==> config.mk <==
export PLATFORM = sky130hd
export DESIGN_NAME = mdu_sequencer
export DESIGN_NICKNAME = d
export VERILOG_FILES = /design/src/rtl/mdu_sequencer_pkg.sv /design/src/rtl/mdu_datapath.sv /design/src/rtl/mdu_sequencer.sv
export SDC_FILE = /design/constraint.sdc
export NUM_CORES = 1
export LEC_CHECK = 0
export BUFFER_PORTS_ARGS = -buffer_cell sky130_fd_sc_hd__buf_2
export CAP_MARGIN = 0
export CORE_MARGIN = 2
export CORE_UTILIZATION = 32
export DETAILED_ROUTE_END_ITERATION = 16
export PLACE_DENSITY = 0.57
export RECOVER_POWER = 50
export SYNTH_ARGS = -nofsm -noshare
export SYNTH_HDL_FRONTEND = slang
export SYNTH_HIERARCHICAL = 1
export SYNTH_SLANG_ARGS = --single-unit
==> constraint.sdc <==
create_clock -name clk -period 7.03 [get_ports clk]
set_clock_uncertainty 0.05 [all_clocks]
set_input_delay 1.406 -clock clk [delete_from_list [all_inputs] [get_ports clk]]
set_output_delay 1.406 -clock clk [all_outputs]
set_load 0.1 [all_outputs]
==> src/rtl/mdu_sequencer_pkg.sv <==
// Shared encodings for the iterative multiply/divide unit: op codes, FSM states, default width.
package mdu_sequencer_pkg;

    localparam int MDU_WIDTH = 32;

    localparam logic [1:0] MD_MULT  = 2'b00;
    localparam logic [1:0] MD_MULTU = 2'b01;
    localparam logic [1:0] MD_DIV   = 2'b10;
    localparam logic [1:0] MD_DIVU  = 2'b11;

    localparam logic [1:0] IDLE = 2'b00;
    localparam logic [1:0] CALC = 2'b01;
    localparam logic [1:0] FIX  = 2'b10;

    function automatic logic is_div_op(input logic [1:0] op);
        return op[1];
    endfunction

    function automatic logic is_signed_op(input logic [1:0] op);
        return ~op[0];
    endfunction

endpackage

==> src/rtl/mdu_datapath.sv <==
// Product/remainder register, multiplier/quotient shifter and the shared 33-bit adder/subtractor.
module mdu_datapath
    import mdu_sequencer_pkg::*;
#(
    parameter int WIDTH = MDU_WIDTH
) (
    input  logic             clk,
    input  logic             reset,
    input  logic             load,
    input  logic             step,
    input  logic             load_div,
    input  logic             load_sgn,
    input  logic             load_dz,
    input  logic [WIDTH-1:0] srca,
    input  logic [WIDTH-1:0] srcb,
    input  logic             calc_div,
    input  logic             neg_prod,
    input  logic             neg_quo,
    input  logic             neg_rem,
    output logic [WIDTH-1:0] res_hi,
    output logic [WIDTH-1:0] res_lo
);

    logic [WIDTH-1:0]   acc_q, acc_d;
    logic [WIDTH-1:0]   sh_q, sh_d;
    logic [WIDTH-1:0]   b_q, b_d;
    logic [WIDTH-1:0]   a_mag_s, b_mag_s;
    logic [WIDTH:0]     op_a_s, op_b_s;
    logic [WIDTH+1:0]   sum_s;
    logic [2*WIDTH-1:0] prod_s;

    // Operand magnitudes; 0x80000000 stays as unsigned 2^31.
    always_comb begin
        a_mag_s = (load_sgn && srca[WIDTH-1]) ? -srca : srca;
        b_mag_s = (load_sgn && srcb[WIDTH-1]) ? -srcb : srcb;
    end

    // One adder serves both ops; for divide, sum_s[WIDTH+1] set means no borrow.
    always_comb begin
        if (calc_div) begin
            op_a_s = {acc_q, sh_q[WIDTH-1]};
            op_b_s = ~{1'b0, b_q};
        end else begin
            op_a_s = {1'b0, acc_q};
            op_b_s = sh_q[0] ? {1'b0, b_q} : {(WIDTH+1){1'b0}};
        end
        sum_s = {1'b0, op_a_s} + {1'b0, op_b_s} + {{(WIDTH+1){1'b0}}, calc_div};
    end

    // Load / iterate next-state.
    always_comb begin
        acc_d = acc_q;
        sh_d  = sh_q;
        b_d   = b_q;
        if (load) begin
            if (load_dz) begin
                acc_d = srca;
                sh_d  = {WIDTH{1'b1}};
                b_d   = {WIDTH{1'b0}};
            end else if (load_div) begin
                acc_d = {WIDTH{1'b0}};
                sh_d  = a_mag_s;
                b_d   = b_mag_s;
            end else begin
                acc_d = {WIDTH{1'b0}};
                sh_d  = b_mag_s;
                b_d   = a_mag_s;
            end
        end else if (step) begin
            if (calc_div) begin
                if (sum_s[WIDTH+1]) begin
                    acc_d = sum_s[WIDTH-1:0];
                    sh_d  = {sh_q[WIDTH-2:0], 1'b1};
                end else begin
                    acc_d = {acc_q[WIDTH-2:0], sh_q[WIDTH-1]};
                    sh_d  = {sh_q[WIDTH-2:0], 1'b0};
                end
            end else begin
                acc_d = sum_s[WIDTH:1];
                sh_d  = {sum_s[0], sh_q[WIDTH-1:1]};
            end
        end else begin
            acc_d = acc_q;
        end
    end

    // Datapath registers.
    always_ff @(posedge clk or posedge reset) begin
        if (reset) begin
            acc_q <= {WIDTH{1'b0}};
            sh_q  <= {WIDTH{1'b0}};
            b_q   <= {WIDTH{1'b0}};
        end else begin
            acc_q <= acc_d;
            sh_q  <= sh_d;
            b_q   <= b_d;
        end
    end

    // Sign correction of the finished result.
    always_comb begin
        prod_s = neg_prod ? -{acc_q, sh_q} : {acc_q, sh_q};
        if (calc_div) begin
            res_lo = neg_quo ? -sh_q : sh_q;
            res_hi = neg_rem ? -acc_q : acc_q;
        end else begin
            res_lo = prod_s[WIDTH-1:0];
            res_hi = prod_s[2*WIDTH-1:WIDTH];
        end
    end

endmodule

==> src/rtl/mdu_sequencer.sv <==
// Multiply/divide sequencer: IDLE/CALC/FIX FSM, HI/LO registers and the pipeline stall request.
module mdu_sequencer
    import mdu_sequencer_pkg::*;
#(
    parameter int WIDTH = MDU_WIDTH,
    parameter int CNTW  = 5
) (
    input  logic             clk,
    input  logic             reset,
    input  logic             mdstartE,
    input  logic [1:0]       mdopE,
    input  logic [WIDTH-1:0] srcaE,
    input  logic [WIDTH-1:0] srcbE,
    input  logic             mthiE,
    input  logic             mtloE,
    input  logic             hiloD,
    input  logic             mdstartD,
    output logic [WIDTH-1:0] hi,
    output logic [WIDTH-1:0] lo,
    output logic             busy,
    output logic             stallmdu
);

    logic [1:0]       state_q, state_d;
    logic [CNTW-1:0]  cnt_q, cnt_d;
    logic             div_q, div_d;
    logic             sa_q, sa_d;
    logic             sb_q, sb_d;
    logic [WIDTH-1:0] hi_q, hi_d;
    logic [WIDTH-1:0] lo_q, lo_d;
    logic             load_s, step_s, load_dz_s;
    logic [WIDTH-1:0] res_hi_s, res_lo_s;

    assign load_dz_s = is_div_op(mdopE) && (srcbE == {WIDTH{1'b0}});

    // FSM and HI/LO next-state; an accepted op takes priority over MTHI/MTLO.
    always_comb begin
        state_d = state_q;
        cnt_d   = cnt_q;
        div_d   = div_q;
        sa_d    = sa_q;
        sb_d    = sb_q;
        hi_d    = hi_q;
        lo_d    = lo_q;
        load_s  = 1'b0;
        step_s  = 1'b0;
        case (state_q)
            IDLE: begin
                if (mdstartE) begin
                    load_s  = 1'b1;
                    div_d   = is_div_op(mdopE);
                    sa_d    = is_signed_op(mdopE) && !load_dz_s && srcaE[WIDTH-1];
                    sb_d    = is_signed_op(mdopE) && !load_dz_s && srcbE[WIDTH-1];
                    cnt_d   = {CNTW{1'b0}};
                    state_d = load_dz_s ? FIX : CALC;
                end else begin
                    if (mthiE) begin
                        hi_d = srcaE;
                    end else begin
                        hi_d = hi_q;
                    end
                    if (mtloE) begin
                        lo_d = srcaE;
                    end else begin
                        lo_d = lo_q;
                    end
                end
            end
            CALC: begin
                step_s = 1'b1;
                cnt_d  = cnt_q + {{(CNTW-1){1'b0}}, 1'b1};
                if (cnt_q == CNTW'(WIDTH-1)) begin
                    state_d = FIX;
                end else begin
                    state_d = CALC;
                end
            end
            FIX: begin
                hi_d    = res_hi_s;
                lo_d    = res_lo_s;
                state_d = IDLE;
            end
            default: begin
                state_d = IDLE;
            end
        endcase
    end

    // Control and architectural registers.
    always_ff @(posedge clk or posedge reset) begin
        if (reset) begin
            state_q <= IDLE;
            cnt_q   <= {CNTW{1'b0}};
            div_q   <= 1'b0;
            sa_q    <= 1'b0;
            sb_q    <= 1'b0;
            hi_q    <= {WIDTH{1'b0}};
            lo_q    <= {WIDTH{1'b0}};
        end else begin
            state_q <= state_d;
            cnt_q   <= cnt_d;
            div_q   <= div_d;
            sa_q    <= sa_d;
            sb_q    <= sb_d;
            hi_q    <= hi_d;
            lo_q    <= lo_d;
        end
    end

    mdu_datapath #(
        .WIDTH (WIDTH)
    ) u_datapath (
        .clk      (clk),
        .reset    (reset),
        .load     (load_s),
        .step     (step_s),
        .load_div (is_div_op(mdopE)),
        .load_sgn (is_signed_op(mdopE)),
        .load_dz  (load_dz_s),
        .srca     (srcaE),
        .srcb     (srcbE),
        .calc_div (div_q),
        .neg_prod (!div_q && (sa_q ^ sb_q)),
        .neg_quo  (div_q && (sa_q ^ sb_q)),
        .neg_rem  (div_q && sa_q),
        .res_hi   (res_hi_s),
        .res_lo   (res_lo_s)
    );

    // Stall must fall in the first IDLE cycle so a held MFHI/MFLO sees the new value.
    assign busy     = (state_q != IDLE);
    assign stallmdu = busy && (hiloD || mdstartD);
    assign hi       = hi_q;
    assign lo       = lo_q;

endmodule

After elaboration in Yosys (flattened, before gate mapping)
Cells that the tools add are included.
W data, S select, Z words.
Storage, ports and cells
  register bits: 170
  output and inout port bits: 66
  word-level logic and storage cells: 89
Cells by class
  reductions and logical operators: 23
  add/subtract/negate cells: 8
  bitwise operators: 3
  equal/unequal tests: 7
  muxes and demuxes: 38
Operators by type and width (number)
  $mux W32: 23
  $neg A32 Y32: 4
  $pmux W32 S2: 2
  $mux W33: 2
  $mux W64: 1
  $neg A64 Y64: 1
  $add A33 B33 Y34: 1
  $add A34 B1 Y34: 1
  $not A32 Y33: 1
  $logic_not A32 Y1: 1
  $logic_and A1 B1 Y1: 10
  $pmux W5 S2: 1
  $ne A2 B2 Y1 const B: 4
  $reduce_bool A2 Y1: 4
  $mux W2: 3
  $reduce_and A3 Y1: 2
  $add A5 B1 Y5 const B: 1
  $eq A5 B5 Y1 const B: 1
  $mux W5: 1
  $mux W1: 4
  $pmux W2 S2: 1
  $reduce_and A2 Y1: 2
  $eq A2 B1 Y1 const B: 1
  $eq A2 B2 Y1 const B: 1
  5 further kinds: 6

Logic depth before layout (Yosys ltp)
Gate-level depths: netlist (run 1).
  depth in word-level cells: 8
  mapped depth: 18
  mapped depth without buffers: 14

Modules after synthesis
Netlist (run 1), hierarchy kept.
Modules (own cells, without submodules)
  mdu_datapath: seq. area each 2402.3 um^2, cells an instance 1501, instances 1, area each 11013.1 um^2
  mdu_sequencer: seq. area each 1851.8 um^2, cells an instance 382, instances 1, area each 3397.0 um^2

Worst setup path before layout (run 1)
No wires, ideal clock.
  path type: reg-to-reg
  from: reg div_q
  to: reg u_datapath.acc_q[30]
  clock period less this slack: 4511 ps
  stages on the path, launching flop included: 18
  required time: 6886 ps
  arrival: 4367 ps
  path slack: 2519 ps
  cells stage by stage: dfrtp_1 > clkbuf_1 > clkbuf_1 > buf_1 > clkbuf_1 > mux2_2 > ha_1 > buf_2 > a21oi_1 > o211ai_1 > a21oi_1 > nand4_1 > and4_1 > buf_2 > nor2_1 > buf_2 > a21oi_1 > a211oi_1
On the way
  cells in the longest elaborated chain, start to end: 7
RTL lines
  from (decl): RTL line mdu_sequencer.sv:26  | logic div_q, div_d;
  from (signal assigned): RTL line mdu_sequencer.sv:102  | div_q <= div_d;
  $mux W33: RTL line mdu_datapath.sv:40  | if (calc_div) begin
  $add A33 B33 Y34: RTL line mdu_datapath.sv:47  | sum_s = {1'b0, op_a_s} + {1'b0, op_b_s} + {{(WIDTH+1){1'b0}}, calc_div};
  $add A34 B1 Y34: RTL line mdu_datapath.sv:47
  $mux W32: RTL line mdu_datapath.sv:71  | if (sum_s[WIDTH+1]) begin
  $mux W32 (*): RTL line mdu_datapath.sv:70  | if (calc_div) begin
  $mux W32 (*): RTL line mdu_datapath.sv:69  | end else if (step) begin
  $mux W32 (*): RTL line mdu_datapath.sv:55  | if (load) begin
  to (signal assigned): RTL line mdu_datapath.sv:90  | acc_q <= {WIDTH{1'b0}};
  to (decl): RTL line mdu_datapath.sv:24  | logic [WIDTH-1:0] acc_q, acc_d;
Every way passes the cells marked *; elsewhere a longest branch is shown, timed or not. The select of a mux whose other input is x is not followed.
A chain may end at the register's enable or synchronous reset.

Worst setup path in the final report (run 1)
  from: reg div_q
  to: reg u_datapath.acc_q[12]
Same word-level chain as after synthesis.

==> impl_metrics.py, run 1 <==
metrics = {
    "global_route": {
        "antenna_found_initial": 0,
        "grt_usage": 0.246,
        "grt_pass1_wl_um": 87600,
        "grt_max_degree": 97,
        "gr-total-overflow": 0,
        "grt_pass1_vias": 13600,
    },
    "run_status": {
        "status": "finished with violations",
        "violations": "capacitance limit, slew limit",
    },
    "worst_setup_path": {
        "max_stage_delay_ps": 820,
        "path_cells": "nor2_2 -> buf_4 -> nand2_1 -> o21ai_0 -> ha_1 -> a21oi_1 -> o211ai_1 -> a21oi_1 -> nand4_1 -> and4_1 -> nor2_1 -> buf_4 -> o211ai_1 -> a211o_1",
        "critPathKind": "flip-flop to flip-flop",
        "timing.rr.start": "div_q$_DFFE_PP0P_",
        "cp.required_ps": 7310,
        "end_kind": "flip-flop",
        "crit_path_start": "div_q$_DFFE_PP0P_",
        "crit_slowest_cell": "nor2_2",
        "start_kind": "flip-flop",
        "worstPathArrival_ps": 5500,
        "critical_path_peak_fanout": 31,
    },
    "die": {
        "start_util": 0.325,
        "die-width_um": 216,
        "core_um2": 44300,
        "fp.dieArea_um2": 46700,
        "rows": 77,
        "io_pins": 139,
        "die_y_um": 216,
    },
    "sta": {
        "finalHoldViolations": 0,
        "slew_viol_final": 171,
        "period_minus_slack_ps": 5220,
        "setup_violations": 0,
        "clock.fmax_mhz": 192,
        "finalCritPeriodShare": 0.743,
        "fin_tns_setup_ps": 0,
        "worstMarginPinSlew_ps": 4020,
        "rsz0062_at_grt": "no",
        "max-slew-margin-rel": -1.68,
    },
    "routing": {
        "routed_wl_um": 59200,
        "dr_total_vias": 14900,
        "first_pass_iters": 6,
        "drt_iter0_markers": 1736,
        "detail-route-antenna-nets": 0,
        "wl_per_cell_um": 23.4,
        "drc": 0,
        "via_per_inst": 5.87,
    },
    "synth": {
        "synth_area_leaders": "dfrtp_1, a21oi_1, nand2_1, xnor2_1, o21ai_0",
        "yosysMostFrequentCell": "nand2_1",
        "synth_nets": 1995,
        "ys_seq_elements": 170,
        "ys_types": 79,
        "synth_top_flop_cell": "dfrtp_1",
        "synth_top_cell_by_area": "dfrtp_1",
        "yosysTopAreaCellShare": 0.295,
        "syn_area_um2": 14400,
        "synth_warnings": 6,
        "synthCells": 1883,
        "async_reset_ff_frac": 1.00,
        "synth_common_cells": "nand2_1, a21oi_1, dfrtp_1",
        "synth.avg_cell_area_um2": 7.65,
        "seq_area_frac_synth": 0.295,
        "synth_edf_count": 0,
    },
    "min_path": {
        "holdCritPathClass": "flip-flop to flip-flop",
        "worstHoldStart": "lo[8]$_DFFE_PP0P_",
    },
    "cts": {
        "cts_setup_buffers": 0,
        "insertion_delay_ps": 440,
        "cts.sinks": 170,
        "ctsResizeCount": 0,
        "ctsHoldBuffers": 0,
        "cts_made_buffers": 17,
        "cts_buffer_depth": 2,
        "cts_tree": "built",
        "cts_htree_levels": 4,
        "clkSlewWorstSetupHoldPaths_ps": 80,
        "cts_root_buf": "clkbuf_16",
    },
    "cells_and_area": {
        "multiInputGateArea_um2": 9480,
        "n_antenna_cell": 0,
        "syn2layout_area_growth_pct": 10.6,
        "n_fill_cell": 4736,
        "drive_above_1_share": 0.115,
        "seq_area_um2": 4260,
        "fin_nets": 2036,
    },
    "placement": {
        "dp_hpwl_um": 46000,
        "numPortBuffers": 138,
        "gp_congestion": 0.981,
    },
    "run": {
        "cap_violations": 2,
    },
}
==> path summary, 6_finish.rpt <==
check	end	slack, ps	cells past startpoint
worst max-delay path	u_datapath/acc_q[12]$_DFFE_PP0P_	1810	14
worst min-delay path	lo[8]$_DFFE_PP0P_	430	2
worst max register to register	u_datapath/acc_q[12]$_DFFE_PP0P_	1810	14
worst min register to register	lo[8]$_DFFE_PP0P_	430	2
max in group asynchronous	hi[15]$_DFFE_PP0P_	2010	3
min in group asynchronous	div_q$_DFFE_PP0P_	800	2
==> layer usage <==
metal,vias to the layer above,global-route usage,share of wire
met3,83,0.0404,0.089
met1,7120,0.355,0.44
met4,0,0.0865,0.031
met2,824,0.371,0.43
met5,-,0,0
li1,6827,-,-
==> state kept, by name (all words and copies together), names as in the netlist, 2 cells and up <==
signal	count
hi	32
lo	32
u_datapath/acc_q	32
u_datapath/b_q	32
u_datapath/sh_q	32
cnt_q	5
state_q	2
==> cells in the final DEF, fill, tap and decap left out, drive strengths merged, types with 16 or more instances in the layout <==
cell,instances
clkbuf,52
o21ai,205
buf,122
nor2b,43
o31ai,16
a21o,22
nand2b,19
nand3,21
nor2,153
nor4,27
xnor2,85
ha,37
a21oi,214
nand2,267
a31oi,25
inv,39
mux2i,36
a221oi,16
dfrtp,170
xor2,61
a22o,17
mux2,37
nor3,55
==> cell type report <==
class                      count  area share
multi-input combinational   1544       0.595
sequential                   170       0.267
timing repair buffer         156      0.0488
tap                          592      0.0465
clock buffer                  18      0.0269
inverter                      35     0.00832
clock inverter                14     0.00715
==> kinds of logic (layout without fill, tap and decap cells) <==
family,after synthesis,count (layout),synth area share
and+or+nand+nor,662,662,0.217
AOI/OAI and AO/OA,624,624,0.261
DFF,170,170,0.295
buffers and inverters,169,223,0.0486
xor gates and xnor gates,146,146,0.0887
muxes,73,73,0.0539
adders and majority gates,39,39,0.0349
==> through the flow <==
step / util / cells / instance area [um2] / hold slack, ps / worst slack (ps)
after floorplan: - / 1883 / 14400 / 393 / 2520
after global placement: 0.348 / 2497 / 15400 / 412 / 2200
after detailed placement: 0.348 / 2497 / 15400 / 420 / 1990
after CTS: 0.361 / 2529 / 16000 / 435 / 1960
after global routing: 0.359 / 2529 / 15900 / 469 / 1220
final: 0.359 / 2529 / 15900 / 432 / 1810
==> critical path, delay by kind of cell, from the launching register on <==
kind / cells / cell delay (ps)
compound gates: 6 / 1260
fa+ha+maj: 1 / 350
buf+inv: 2 / 660
flops: 1 / 650
simple gates: 5 / 2120
Power of run 1 is left out: the tool's default activity adds up to more than one toggle a clock period on the data nets, which glitch-free logic cannot reach.
==> run 2: changes to the inputs <==
Settings changed: PLACE_DENSITY 0.57 to 0.59.
Clock period 7.03 ns to 4.22 ns, I/O delays scaled along.
==> run 2 against run 1 <==
Largest cell class unchanged. Hold slack got worse by 2.7 ps. Critical path depth fell by 1. Register-to-register slack got worse by 1600 ps. Highest routed layer is now met5. The run still ends with capacitance limit, slew limit left.
==> impl_metrics.py, run 2 (synthesis gave the netlist of run 1 again) <==
metrics = {
    "cts": {
        "cts.sinks": 170,
        "cts_setup_buffers": 0,
        "cts_made_buffers": 17,
        "cts_tree": "built",
        "cts_root_buf": "clkbuf_16",
        "ctsHoldBuffers": 0,
        "ctsResizeCount": 0,
        "insertion_delay_ps": 450,
        "clkSlewWorstSetupHoldPaths_ps": 90,
        "cts_htree_levels": 4,
        "cts_buffer_depth": 2,
    },
    "sta": {
        "rsz0062_at_grt": "no",
        "setup_violations": 0,
        "clock.fmax_mhz": 252,
        "max-slew-margin-rel": -0.772,
        "fin_tns_setup_ps": 0,
        "finalHoldViolations": 0,
        "slew_viol_final": 134,
        "finalCritPeriodShare": 0.942,
        "whs_ps": 429,
        "worstMarginPinSlew_ps": 2650,
        "period_minus_slack_ps": 3970,
    },
    "global_route": {
        "antenna_found_initial": 3,
        "grt_pass1_vias": 13800,
        "grt_max_degree": 84,
        "grt_usage": 0.252,
        "gr-total-overflow": 0,
        "grt_pass1_wl_um": 89500,
    },
    "die": {
        "io_pins": 139,
        "fp.dieArea_um2": 46700,
        "die-width_um": 216,
        "start_util": 0.325,
        "core_um2": 44300,
        "die_y_um": 216,
        "rows": 77,
    },
    "worst_setup_path": {
        "critPathKind": "flip-flop to flip-flop",
        "path_cells": "buf_12 -> mux2_2 -> ha_1 -> buf_4 -> a21oi_1 -> o211ai_1 -> a21oi_1 -> nand4_1 -> and4_1 -> nor2_2 -> buf_4 -> o211a_1 -> o21ai_0",
        "end_kind": "flip-flop",
        "max_stage_delay_ps": 470,
        "worstPathArrival_ps": 4230,
        "crit_slowest_cell": "dfrtp_4",
        "start_kind": "flip-flop",
        "cp.required_ps": 4470,
        "cp.buffers_inverters": 3,
        "critical_path_peak_fanout": 61,
        "path_delay_family": "compound AO/OA/AOI/OAI gates",
    },
    "cells_and_area": {
        "drive_above_1_share": 0.134,
        "fin_nets": 2078,
        "final_cell_mix": "nand2_1, a21oi_1, dfrtp_1",
        "n_fill_cell": 4697,
        "instances_no_fill": 2571,
        "finalCoreUtilization": 0.369,
        "n_antenna_cell": 0,
        "layout_commonest_cell": "nand2_1",
        "syn2layout_area_growth_pct": 13.4,
    },
    "min_path": {
        "holdCritPathClass": "flip-flop to flip-flop",
    },
    "routing": {
        "drt_iter0_markers": 1825,
        "first_pass_iters": 6,
        "dr_total_vias": 15000,
        "wl_per_cell_um": 23.6,
        "via_per_inst": 5.83,
        "drc": 0,
        "detail-route-antenna-nets": 0,
        "routed_wl_um": 60600,
    },
    "placement": {
        "numPortBuffers": 138,
        "dp_hpwl_um": 47800,
        "gp_congestion": 1.07,
        "placed_cells": 2539,
    },
    "run": {
        "cap_violations": 3,
    },
    "run_status": {
        "violations": "capacitance limit, slew limit",
        "status": "finished with violations",
    },
}
run 2: cell types whose count changed in the layout (fill, tap and decap cells not counted), moves of 2 or more:
cell	previous run	this run
clkinv_4	1	3
clkinv_2	2	0
buf_12	0	3
clkinv_8	0	2
buf_4	16	53
inv_8	2	4
clkinvlp_4	5	1
run 2: worst paths after layout:
| check | startpoint | end | slack, ps | cells after the start |
|---|---|---|---|---|
| setup / recovery | div_q$_DFFE_PP0P_ | u_datapath/acc_q[9]$_DFFE_PP0P_ | 250 | 13 |
| hold / removal | cnt_q[3]$_DFFE_PP0P_ | cnt_q[3]$_DFFE_PP0P_ | 430 | 1 |
| setup reg to reg | div_q$_DFFE_PP0P_ | u_datapath/acc_q[9]$_DFFE_PP0P_ | 250 | 13 |
| hold reg to reg | cnt_q[3]$_DFFE_PP0P_ | cnt_q[3]$_DFFE_PP0P_ | 430 | 1 |
| max in group asynchronous | reset | u_datapath/acc_q[10]$_DFFE_PP0P_ | 900 | 3 |
| min in group asynchronous | reset | cnt_q[0]$_DFFE_PP0P_ | 830 | 2 |
run 2: metrics by stage:
stage | setup WS (ps) | cell area, um2
6_report | 246 | 16300
5_1_grt | 2.22 | 16300
4_1_cts | 246 | 16400
3_5_place_dp | 271 | 15800
3_3_place_gp | 368 | 15800
2_1_floorplan | 35.3 | 14400
run 2: final cells by class:
class / count / area [um2] / area share
multi-input combinational: 1544 / 9490 / 0.580
sequential: 170 / 4260 / 0.261
timing repair buffer: 198 / 1120 / 0.0688
tap: 592 / 741 / 0.0453
clock buffer: 17 / 425 / 0.0260
clock inverter: 15 / 176 / 0.0108
inverter: 35 / 131 / 0.00804
run 2: worst reg2reg max path: cells and delay by family (launching register included):
kind	cells	cell delay, ps
AO/OA/AOI/OAI	5	950
AND/OR/NAND/NOR	3	910
buffers and inverters	3	730
flip-flops	1	470
multiplexers	1	400
adder cells (fa/ha/maj)	1	310
run 2: layer usage:
layer	up-vias	share of wire	global-route usage
met1	7189	0.43	0.355
met5	-	0.00068	0
li1	6941	-	-
met2	749	0.44	0.387
met4	6	0.040	0.101
met3	96	0.089	0.0390
Power of run 2 is left out for the same reason.
